--- config.mk ---
export PLATFORM = sky130hd
export DESIGN_NAME = peak_meas_ctrl
export DESIGN_NICKNAME = d
export VERILOG_FILES = /design/src/rtl/peak_meas_ctrl.sv
export SDC_FILE = /design/constraint.sdc
export NUM_CORES = 1
export LEC_CHECK = 0
export CAP_MARGIN = 25
export CORE_ASPECT_RATIO = 1.4
export CORE_MARGIN = 4
export CORE_UTILIZATION = 53
export DETAILED_ROUTE_END_ITERATION = 8
export PLACE_DENSITY = 0.77
export SYNTH_ARGS = -nofsm -noshare
export SYNTH_HDL_FRONTEND = slang
export SYNTH_SLANG_ARGS = --single-unit
--- constraint.sdc ---
create_clock -name clk -period 3.7 [get_ports clk]
set_input_delay 0.74 -clock clk [delete_from_list [all_inputs] [get_ports clk]]
set_output_delay 0.74 -clock clk [all_outputs]
set_load 0.03 [all_outputs]
--- src/rtl/peak_meas_ctrl.sv ---
// peak_meas_ctrl: runs detector windows in batches and reports the averaged
// peak-to-peak amplitude and DC midpoint, with a watchdog on detector replies.
module peak_meas_ctrl #(
  parameter int DATA_WIDTH = 18,
  parameter int AVG_LOG2   = 2,
  parameter int GAP_CYCLES = 16,
  parameter int TIMEOUT    = 8000,
  parameter int CNT_WIDTH  = 32
) (
  input  logic                  clk,
  input  logic                  rst_n,
  input  logic                  enable,
  input  logic                  single,
  output logic                  det_start,
  input  logic [DATA_WIDTH-1:0] det_max,
  input  logic [DATA_WIDTH-1:0] det_min,
  input  logic                  det_dready,
  output logic [DATA_WIDTH:0]   vpp,
  output logic [DATA_WIDTH-1:0] offset,
  output logic                  result_valid,
  output logic                  busy,
  output logic                  timeout_err,
  output logic                  err_sticky
);
  localparam int AW = DATA_WIDTH + 1 + AVG_LOG2;
  localparam int WW = AVG_LOG2 + 1;
  localparam logic [WW-1:0] LAST_WIN = WW'((1 << AVG_LOG2) - 1);
  localparam logic [CNT_WIDTH-1:0] TO_LAST = CNT_WIDTH'(TIMEOUT - 1);
  localparam logic [CNT_WIDTH-1:0] GAP_LAST = CNT_WIDTH'(GAP_CYCLES - 1);

  typedef enum logic [2:0] {S_IDLE, S_START, S_WAIT, S_ACC, S_GAP, S_DONE} state_t;

  state_t                  state_q, state_d;
  logic [CNT_WIDTH-1:0]    cnt_q, cnt_d;
  logic [WW-1:0]           win_q, win_d;
  logic [DATA_WIDTH-1:0]   max_q, max_d, min_q, min_d;
  logic [AW-1:0]           acc_pp_q, acc_pp_d;
  logic signed [AW-1:0]    acc_mid_q, acc_mid_d;
  logic [DATA_WIDTH:0]     vpp_q, vpp_d;
  logic [DATA_WIDTH-1:0]   offset_q, offset_d;
  logic                    rv_q, rv_d, to_q, to_d, err_q, err_d, enable_q;
  logic [DATA_WIDTH:0]     pp;
  logic signed [DATA_WIDTH:0] mid;

  // Both derived from sign-extended operands so full-scale inputs never wrap.
  assign pp  = {max_q[DATA_WIDTH-1], max_q} - {min_q[DATA_WIDTH-1], min_q};
  assign mid = $signed({max_q[DATA_WIDTH-1], max_q}) + $signed({min_q[DATA_WIDTH-1], min_q});

  always_comb begin
    state_d   = state_q;
    cnt_d     = cnt_q;
    win_d     = win_q;
    max_d     = max_q;
    min_d     = min_q;
    acc_pp_d  = acc_pp_q;
    acc_mid_d = acc_mid_q;
    vpp_d     = vpp_q;
    offset_d  = offset_q;
    rv_d      = 1'b0;
    to_d      = 1'b0;
    err_d     = err_q;
    case (state_q)
      S_IDLE: if (single || enable) begin
        state_d   = S_START;
        win_d     = '0;
        acc_pp_d  = '0;
        acc_mid_d = '0;
        err_d     = (single || !enable_q) ? 1'b0 : err_q;
      end
      S_START: begin
        cnt_d   = '0;
        state_d = S_WAIT;
      end
      S_WAIT: if (det_dready) begin
        max_d   = det_max;
        min_d   = det_min;
        state_d = S_ACC;
      end else if (cnt_q == TO_LAST) begin
        to_d    = 1'b1;
        err_d   = 1'b1;
        state_d = S_IDLE;
      end else cnt_d = cnt_q + CNT_WIDTH'(1);
      S_ACC: begin
        acc_pp_d  = acc_pp_q + AW'(pp);
        acc_mid_d = acc_mid_q + AW'(mid);
        win_d     = win_q + WW'(1);
        cnt_d     = '0;
        state_d   = (win_q == LAST_WIN) ? S_DONE : (GAP_CYCLES == 0) ? S_START : S_GAP;
      end
      S_GAP: if (cnt_q == GAP_LAST) state_d = S_START;
      else cnt_d = cnt_q + CNT_WIDTH'(1);
      S_DONE: begin
        vpp_d    = (DATA_WIDTH+1)'(acc_pp_q >> AVG_LOG2);
        offset_d = DATA_WIDTH'(acc_mid_q >>> (AVG_LOG2 + 1));
        rv_d     = 1'b1;
        if (enable) begin
          acc_pp_d  = '0;
          acc_mid_d = '0;
          win_d     = '0;
          state_d   = S_START;
        end else state_d = S_IDLE;
      end
      default: state_d = S_IDLE;
    endcase
  end

  always_ff @(posedge clk or negedge rst_n)
    if (!rst_n) begin
      state_q   <= S_IDLE;
      cnt_q     <= '0;
      win_q     <= '0;
      max_q     <= '0;
      min_q     <= '0;
      acc_pp_q  <= '0;
      acc_mid_q <= '0;
      vpp_q     <= '0;
      offset_q  <= '0;
      rv_q      <= 1'b0;
      to_q      <= 1'b0;
      err_q     <= 1'b0;
      enable_q  <= 1'b0;
    end else begin
      state_q   <= state_d;
      cnt_q     <= cnt_d;
      win_q     <= win_d;
      max_q     <= max_d;
      min_q     <= min_d;
      acc_pp_q  <= acc_pp_d;
      acc_mid_q <= acc_mid_d;
      vpp_q     <= vpp_d;
      offset_q  <= offset_d;
      rv_q      <= rv_d;
      to_q      <= to_d;
      err_q     <= err_d;
      enable_q  <= enable;
    end

  assign det_start    = state_q == S_START;
  assign busy         = state_q != S_IDLE;
  assign vpp          = vpp_q;
  assign offset       = offset_q;
  assign result_valid = rv_q;
  assign timeout_err  = to_q;
  assign err_sticky   = err_q;
endmodule

==> results of run 1 <==
[routing by layer]
metal,part of all wire [%],vias up
met5,0,-
met4,2.2,0
met3,3.0,45
met2,52,160
met1,43,3810
li1,-,3711
[synth_stat cells (all sizes together), types with 3 or more instances]
cell type / count
nand3: 20
a22o: 3
a21o: 16
dfrtp: 157
xor2: 16
nor3: 19
buf: 8
o21bai: 6
and3: 14
a211oi: 7
a31oi: 7
o21ai: 78
a2111oi: 3
o211ai: 5
o21a: 8
nand4: 5
o31ai: 4
a211o: 3
nand2: 207
nand2b: 10
xnor2: 54
fa: 23
nor4: 14
nor2: 65
o22ai: 10
nor2b: 8
inv: 43
a21oi: 40
mux2: 18
clkbuf: 25
ha: 59
a41o: 3
or3: 7
[sequential cells by signal, indices dropped and copies added, names as in the netlist]
register	flops
offset	18
win_q	3
state_q	3
enable_q	1
cnt_q	32
err_sticky	1
timeout_err	1
acc_mid_q	21
acc_pp_q	21
min_q	18
result_valid	1
max_q	18
vpp	19
[critical path: stages, from the launching register on]
cell and delay [ps]:
dfrtp_1 390, inv_2 90, ha_4 140, inv_2 40, fa_2 340, a21o_1 170
a21oi_2 160, o21ai_0 120, a21oi_2 180, buf_4 130, buf_4 90, buf_4 90
buf_4 90, xnor2_1 60, ha_1 290, o21ai_0 80, a21oi_1 230, a41o_2 310
a211oi_2 100, o21a_1 190, or3_1 360, a21oi_2 130
[final timing paths]
path | from | end | slack, ps | cells after the start
setup reg to reg | max_q[0] | acc_pp_q[20] | -170 | 21
setup / recovery | max_q[0] | acc_pp_q[20] | -170 | 21
min in group clk | offset[17] | offset[17] | 470 | 2
hold / removal | rst_n | cnt_q[6] | 360 | 1
hold reg to reg | offset[17] | offset[17] | 470 | 2
max in group asynchronous | rst_n | max_q[12] | 2510 | 2
[stage by stage]
step | instance area [sq um] | setup slack [ps] | std cells | hold slack (ps)
after detailed placement | 10700 | -228 | 1337 | 461
final | 11500 | -168 | 1378 | 361
after global placement | 10700 | -144 | 1336 | 459
after global routing | 11500 | -347 | 1378 | 409
after CTS | 11400 | -163 | 1374 | 387
after floorplan | 9320 | -19.3 | 996 | 444
[repair_timing]
action	in CTS	in global routing
pin swaps	5	15
setup endpoints to repair	8	14
gates cloned	0	0
resized for setup	14	19
endpoints found under the hold margin	0	0
hold buffers	0	0
buffers inserted	6	4
[logic make-up after synthesis]
kind of cell | after synthesis | share of synthesized area, %
flops | 157 | 42.3
simple gates | 380 | 18.2
buf+inv | 76 | 3.30
compound gates | 212 | 14.4
xor+xnor | 70 | 6.60
fa+ha+maj | 82 | 12.9
mux | 19 | 2.29
[cell type report]
| type | instances | area, sq um |
|---|---|---|
| Clock inverter | 5 | 80.1 |
| Fill cell | 1388 | 5740 |
| Tap cell | 236 | 295 |
| Timing Repair Buffer | 148 | 1330 |
| Clock buffer | 26 | 509 |
| Sequential cell | 157 | 3930 |
| Inverter | 43 | 161 |
| Multi-Input combinational cell | 763 | 5220 |
==> impl_results.md, run 1 <==
- Clk Latency, worst-skew pair: 430 ps
- Maxcap violations: 0
- DIE AREA: around 20000 sq um
- Mapped Cells: 996
- Met1 Track Usage GR: 28.7%
- Gr busiest metal: met2
- Vias/cell: 5.61
- Routed WL: approximately 22000 microns
- Area growth syn-to-layout: 24.1%
- EDFF count, synth: 0
- CTS tree: done
- Seq/Total Area, Yosys: 42.3%
- Crit path max fanout: 4
- WL per Instance: 16.3 microns
- Initial DRC Count: 564
- CTS buffer count: 17
- CP Data Arrival Time: approximately 4200 ps
- Slew Limit Fails: 0
- Final setup fails: 4
- CTS max path bufs: 2
- Root Buffer: clkbuf_16
- DRT Pass-1 Iters: 5
- Crit Path Category: reg -> reg
- Worst-Margin Slew: 761 ps
- Initial antenna violation count: 0
- First-pass GRT wire length: roughly 38000 microns
- # clock sinks: around 160
- Critical Path RT: 4050 ps
- Die width: between 100 and 150 microns
- Post-DRT Antenna Nets: 0
- Synthesis Warnings: 0
- Share of cells above drive strength 1: 13.1%
- Worst Setup Slack, final: -168 ps
- CORE AREA: between 15000 and 20000 sq um
- Number of remaining DRC errors: 0
- Crit path time final: 3870 ps
- Period utilisation layout: 105%
- RSZ-0062 raised after global routing: yes
- Most common cell after layout, fill and taps aside: nand2_1
- # IOs: 83
- Final hold viol count: 0
- Largest net degree at the start of global routing: 78
- Met2 usage in global routing: 42.6%
- Syn_area_per_cell: 9.32 sq um
- Gr ovfl total: 0
- Share of Yosys cell area claimed by the top area cell type: between 40% and 50%
- Ys flop type: dfrtp_1
- Port bufs: 82
- Antenna diodes: 0
- Post-synth ARST share: 100%
- Worst hold path type: in -> async
- Final Wtd Congestion: 0.963
- DR vias: 7726
- Row count: 57
- Unique masters post-synth: 60
- Post-DP HPWL: 15900 microns
- Post-synth top area cell: dfrtp_1
- Status: finished with violations
- H-tree lvl count: 4
- Failing checks: setup timing
- Die height: 165 microns
- Synth Cell Area: 9290 sq um
- Post-route setup TNS: -542 ps
- Synth Register Bits: 157
- Number of global-route vias before repair: 7981
- CP Capture Type: register
- Clock transition at path regs: 60 ps
- Largest cells by area after synthesis: dfrtp_1, nand2_1, ha_1, xnor2_1, fa_1
- Crit start category: register
- GRT Util Overall: 23.8%
- Most frequent cells in the layout: nand2_1, dfrtp_1, clkdlybuf4s50_1, o21ai_0, buf_4
- Initial Utilization: 53.8%
- Nets: 1253
- Final worst clock skew: 7.60 ps
- Post-route core utilization: 66.8%
- Slew margin rel.: around half
- Max Clock Freq: 259 MHz
- Met3 capacity usage during global routing: under 10%
- Synthesized net count: 1119
Power of run 1 is not shown: default switching activity piles up to over one toggle a cycle in this logic, so the estimate is an artifact.
==> inputs of run 2 (changes only) <==
CORE_UTILIZATION = 42   (was 53)
PLACE_DENSITY = default   (was 0.77)
==> run 2 against run 1 <==
The flow still finishes with violations (setup timing). Sequential share of layout area decreased by 0.47 points. Setup slack got worse by 40 ps. Register-to-register slack worse by 40 ps. Die area up 25%. Routed wire length up 2.7%. Utilization is 13 points lower. Final area is 1.4% higher. Via count fell by 2.1%. Critical path type unchanged.
==> impl_results.md, run 2 (same netlist as run 1, synthesis figures left out) <==
- Crit path max fanout: 4 (unchanged)
- Worst Setup Slack, final: -208 ps (-40.3 ps)
- GRT Util Overall: 19.7% (-4.0 points)
- # clock sinks: 157 (unchanged)
- Worst path bufs/invs: 3 (-3)
- DR vias: 7563 (-2.1%)
- Initial DRC Count: 220 (-61%)
- WL met1: 10000 microns (+5.2%)
- Crit path time final: 3910 ps (+40.3 ps)
- Number of global-route vias before repair: 7796 (-2.3%)
- Crit start category: register
- Period utilisation layout: 106% (+1.1 points)
- Hold_buf cts: 0 (unchanged)
- Crit Path Category: reg -> reg
- CTS buffer count: 17 (unchanged)
- Final setup fails: 6 (+2)
- H-tree lvl count: 4 (unchanged)
- Row count: 64 (+12%)
- Area growth syn-to-layout: 25.8%
- Post-DRT Antenna Nets: 0 (unchanged)
- Register area: 3930 sq um (unchanged)
- Die height: 184 microns (+12%)
- Worst-Margin Slew: 868 ps (+106 ps)
- CTS max path bufs: 2 (unchanged)
- CORE AREA: 21800 sq um (+26%)
- Max Clock Freq: 256 MHz (-1.0%)
- Max reg flops: 32 (unchanged)
- Number of remaining DRC errors: 0 (unchanged)
- Cell Count, Final, Fillers Out: 1447 (+5.0%)
- Largest net degree at the start of global routing: 70 (-10%)
- Gr ovfl total: 0 (unchanged)
- Port bufs: 82 (unchanged)
- Clk Latency, worst-skew pair: 440 ps (about the same)
- WP depth: 20 (-4.8%)
- Most numerous cell on the critical path: inv_2
- R2R depth: 20 (-4.8%)
- Critical path's top delay family: compound AO/OA/AOI/OAI gates
- DRT Pass-1 Iters: 4 (-1)
- Critical Path RT: 4060 ps (about the same)
- RSZ-0062 raised after global routing: yes
- First-pass GRT wire length: 39000 microns (+2.8%)
- Post-DP HPWL: 16700 microns (+5.3%)
- Area of the multi-input gates: 5220 sq um (unchanged)
- Final worst clock skew: 13.1 ps (+5.55 ps)
- Root Buffer: clkbuf_16
- Nets: 1260 (+0.56%)
- WL per Instance: 15.9 microns (-2.2%)
- Final Wtd Congestion: 0.884 (-8.3%)
- Max incr delay on CP: 390 ps (about the same)
- Die width: 134 microns (+12%)
- Routed WL: 23000 microns (+2.7%)
- Antenna diodes: 0 (unchanged)
- Maxcap violations: 0 (unchanged)
- Most frequent cells in the layout: nand2_1, dfrtp_1, clkdlybuf4s50_1, o21ai_0, buf_4
- Fillers: 2054 (+48%)
- Clock transition at path regs: 60 ps (about the same)
- CP Data Arrival Time: 4270 ps (+50 ps)
- Worst hold path type: in -> async
- Final hold viol count: 0 (unchanged)
- CP Capture Type: register
- Slew margin rel.: 42.0% (-7.2 points)
- CTS tree: done
- Status: finished with violations
- CP Cell Sequence: inv_2, ha_4, inv_2, fa_2, a21o_1, a21oi_2, o211ai_1, a31oi_1, o21bai_1, a2111oi_1, nor3_1, xor2_1, ha_1, buf_6, nand3_2, nor2_2, a211oi_2, o21a_1, or3_1, a21oi_1
- Share of cells above drive strength 1: 13.9% (+0.78 points)
- Largest Register: cnt_q
- Placed insts: 1406 (+5.2%)
- Largest registers: cnt_q: 32 flops, acc_mid_q: 21 flops, acc_pp_q: 21 flops
- Initial antenna violation count: 0 (unchanged)
- Slew Limit Fails: 0 (unchanged)
- Met2 WL post-DR: 12000 microns (+2.5%)
- Top sig layer: met4
- # IOs: 83 (unchanged)
- DIE AREA: 24600 sq um (+25%)
- Met3 WL: 516 microns (-22%)
- Most common cell after layout, fill and taps aside: nand2_1
- Vias/cell: 5.23 (-6.8%)
- Initial Utilization: 42.6% (-11 points)
- Failing checks: setup timing
- CP max-delay cell: dfrtp_1
-- run 2: changes by cell type in the layout (fill, tap and decap cells not counted), sizes merged --
cell    previous run  this run
buf               67        74
clkbuf            26        20
clkinv             1         6
inv               43        45
-- run 2: area by class of cell --
cell class                      count  share of cell area, %
Tap cell                          297                   3.18
Clock buffer                       20                   3.91
Sequential cell                   157                   33.6
Clock inverter                     12                   1.18
Timing Repair Buffer              155                   12.0
Multi-Input combinational cell    763                   44.7
Inverter                           43                   1.38
-- run 2: path summary, 6_finish.rpt --
check / from / endpoint / slack [ps]
min reg2reg: vpp[4] / vpp[4] / 470
min: rst_n / cnt_q[27] / 310
max: max_q[0] / acc_pp_q[20] / -210
min in group clk: vpp[4] / vpp[4] / 470
max in group asynchronous: rst_n / min_q[14] / 2520
max reg2reg: max_q[0] / acc_pp_q[20] / -210
-- run 2: through the flow --
step	area, sq um	worst slack (ps)	TNS (ps)	util (%)	hold slack (ps)
4_1_cts	11600	-130	-565	53.1	337
5_1_grt	11700	-412	-2370	53.6	371
6_report	11700	-208	-967	53.6	313
3_5_place_dp	10900	-191	-1080	50.0	461
3_3_place_gp	10900	-148	-604	50.0	461
2_1_floorplan	9320	-19.3	-19.3	-	444
-- run 2: repair_timing --
item                                    in CTS  in global routing
pin swaps                                    7                 16
endpoints found under the setup margin       9                 10
setup buffers                                5                  4
gates resized for setup                     15                 24
-- run 2: metal layers --
layer	up-vias	global-route usage [%]
met3	33	3.01
li1	3740	-
met2	95	35.2
met5	-	0
met1	3695	24.3
met4	0	7.12
Power of run 2 is left out for the same reason.
==> inputs of run 3 (changes only) <==
GPL_TIMING_DRIVEN = 0   (was default)
==> run 3 against run 2 <==
The flow still finishes with violations (setup timing). First-iteration DRC count is 70% higher. Setup slack worse by 2.2 ps. Fmax hardly changed. Die area stayed put. Global-route usage is 0.53 points higher. Clock skew is 2.6 ps higher. Highest routed layer unchanged.
==> impl_results.md, run 3 (same netlist as run 1, synthesis figures left out) <==
- DIE AREA: 24600 sq um (unchanged)
- Share of cells above drive strength 1: 10.3% (-3.6 points)
- CTS tree: done
- Worst-Margin Slew: 994 ps (+127 ps)
- Final worst clock skew: 15.8 ps (+2.62 ps)
- Final Wtd Congestion: 0.863 (-2.3%)
- Crit Path Category: reg -> reg
- CP Capture Type: register
- DRT Pass-1 Iters: 5 (+1)
- Number of remaining DRC errors: 0 (unchanged)
- DR vias: 7562 (-0.013%)
- Crit path max fanout: 6 (+2)
- Initial DRC Count: 373 (+70%)
- # IOs: 83 (unchanged)
- Nets: 1242 (-1.4%)
- Vias/cell: 5.30 (+1.3%)
- CP Data Arrival Time: 4210 ps (-60 ps)
- H-tree lvl count: 4 (unchanged)
- Antenna diodes: 0 (unchanged)
- CTS max path bufs: 2 (unchanged)
- Worst Setup Slack, final: -210 ps (-2.16 ps)
- CTS buffer count: 17 (unchanged)
- Clock transition at path regs: 60 ps (about the same)
- Most common cell after layout, fill and taps aside: nand2_1
- Die height: 184 microns (unchanged)
- Post-DRT Antenna Nets: 0 (unchanged)
- Gr ovfl total: 0 (unchanged)
- WL per Instance: 17.2 microns (+7.9%)
- Crit start category: register
- Fillers: 2063 (+0.44%)
- Worst hold path type: in -> async
- First-pass GRT wire length: 39400 microns (+0.88%)
- Post-DP HPWL: 18000 microns (+7.8%)
- Port bufs: 82 (unchanged)
- Initial antenna violation count: 0 (unchanged)
- Root Buffer: clkbuf_16
- Die width: 134 microns (unchanged)
- Max Clock Freq: 256 MHz (about the same)
- Final hold slack: 272 ps (-41.0 ps)
- RSZ-0062 raised after global routing: yes
- Crit path time final: 3910 ps (+2.16 ps)
- Clk Latency, worst-skew pair: 440 ps (about the same)
- Setup slack after placement: -610 ps (-419 ps)
- Maxcap violations: 0 (unchanged)
- Post-route setup TNS: -876 ps (+91.4 ps)
- Max reg flops: 32 (unchanged)
- Slew Limit Fails: 0 (unchanged)
- Routed WL: 24500 microns (+6.5%)
- Number of global-route vias before repair: 7583 (-2.7%)
- Period utilisation layout: 106% (about the same)
- Initial Utilization: 42.6% (unchanged)
- Status: finished with violations
- Largest net degree at the start of global routing: 90 (+29%)
- Row count: 64 (unchanged)
- Largest registers: cnt_q: 32 flops, acc_mid_q: 21 flops, acc_pp_q: 21 flops
- Slew margin rel.: 33.5% (-8.5 points)
- Final hold viol count: 0 (unchanged)
- # clock sinks: 157 (unchanged)
- CORE AREA: 21800 sq um (unchanged)
- Largest Register: cnt_q
- Critical Path RT: 4000 ps (-60 ps)
- GRT Util Overall: 20.3% (+0.53 points)
- Area growth syn-to-layout: 23.9%
- Final setup fails: 7 (+1)
- Most frequent cells in the layout: nand2_1, dfrtp_1, clkdlybuf4s50_1, o21ai_0, nor2_1
- Failing checks: setup timing
[run 3: cell count changes in the layout (fill, tap and decap cells not counted), sizes merged]
| cell | previous run | this run |
|---|---|---|
| buf | 74 | 31 |
| clkbuf | 20 | 46 |
| clkinv | 6 | 4 |
| clkinvlp | 2 | 4 |
| inv | 45 | 43 |
[run 3: layout make-up]
cell class,instances,area (sq um),share of cell area [%]
buffer,33,145,1.26
clock buffer,21,450,3.91
clock inverter,10,118,1.02
inverter,43,164,1.42
multi-input combinational,763,5310,46.2
sequential,157,3930,34.1
tap,297,372,3.23
timing repair buffer,104,1020,8.85
[run 3: critical path, stage by stage, from the launching register on]
cell	delay [ps]
dfrtp_1	380
inv_2	80
ha_4	150
inv_4	40
fa_2	330
a21o_1	170
a21oi_2	160
o211ai_1	160
a31oi_4	250
o21bai_4	100
a21oi_1	180
xnor2_1	190
ha_4	280
a21o_1	170
a21o_1	170
a21oi_1	240
nor2b_1	80
a211o_1	310
a21oi_2	140
xnor2_1	120
o21ai_1	70
[run 3: repair_timing]
action / 4_1_cts / 5_1_grt
setup endpoints to repair: 9 / 12
hold buffers: 0 / 0
gates resized for setup: 18 / 37
pin swaps: 10 / 16
setup buffers: 16 / 6
[run 3: layer usage]
metal / vias to the layer above / routed length, microns / global-route usage (%)
met2: 146 / 12900 / 36.9
met1: 3677 / 10200 / 24.2
met5: - / 0 / 0
met4: 0 / 626 / 7.70
met3: 31 / 756 / 2.98
li1: 3708 / - / -
[run 3: worst paths after layout]
check	start	to	slack, ps	cells after the start
worst max-delay path	max_q[0]	acc_pp_q[17]	-210	20
worst min-delay path	rst_n	cnt_q[13]	270	1
worst max register to register	max_q[0]	acc_pp_q[17]	-210	20
worst min register to register	vpp[10]	vpp[10]	470	2
max in group asynchronous	rst_n	min_q[15]	2580	2
min in group clk	vpp[10]	vpp[10]	470	2
[run 3: stage by stage]
step           util [%]  instance area, sq um  instances
6_report           52.8                 11500       1428
5_1_grt            52.8                 11500       1428
4_1_cts            51.8                 11300       1423
3_5_place_dp       48.4                 10500       1376
3_3_place_gp       48.2                 10500       1375
2_1_floorplan         -                  9320        996
Power of run 3 is left out for the same reason.
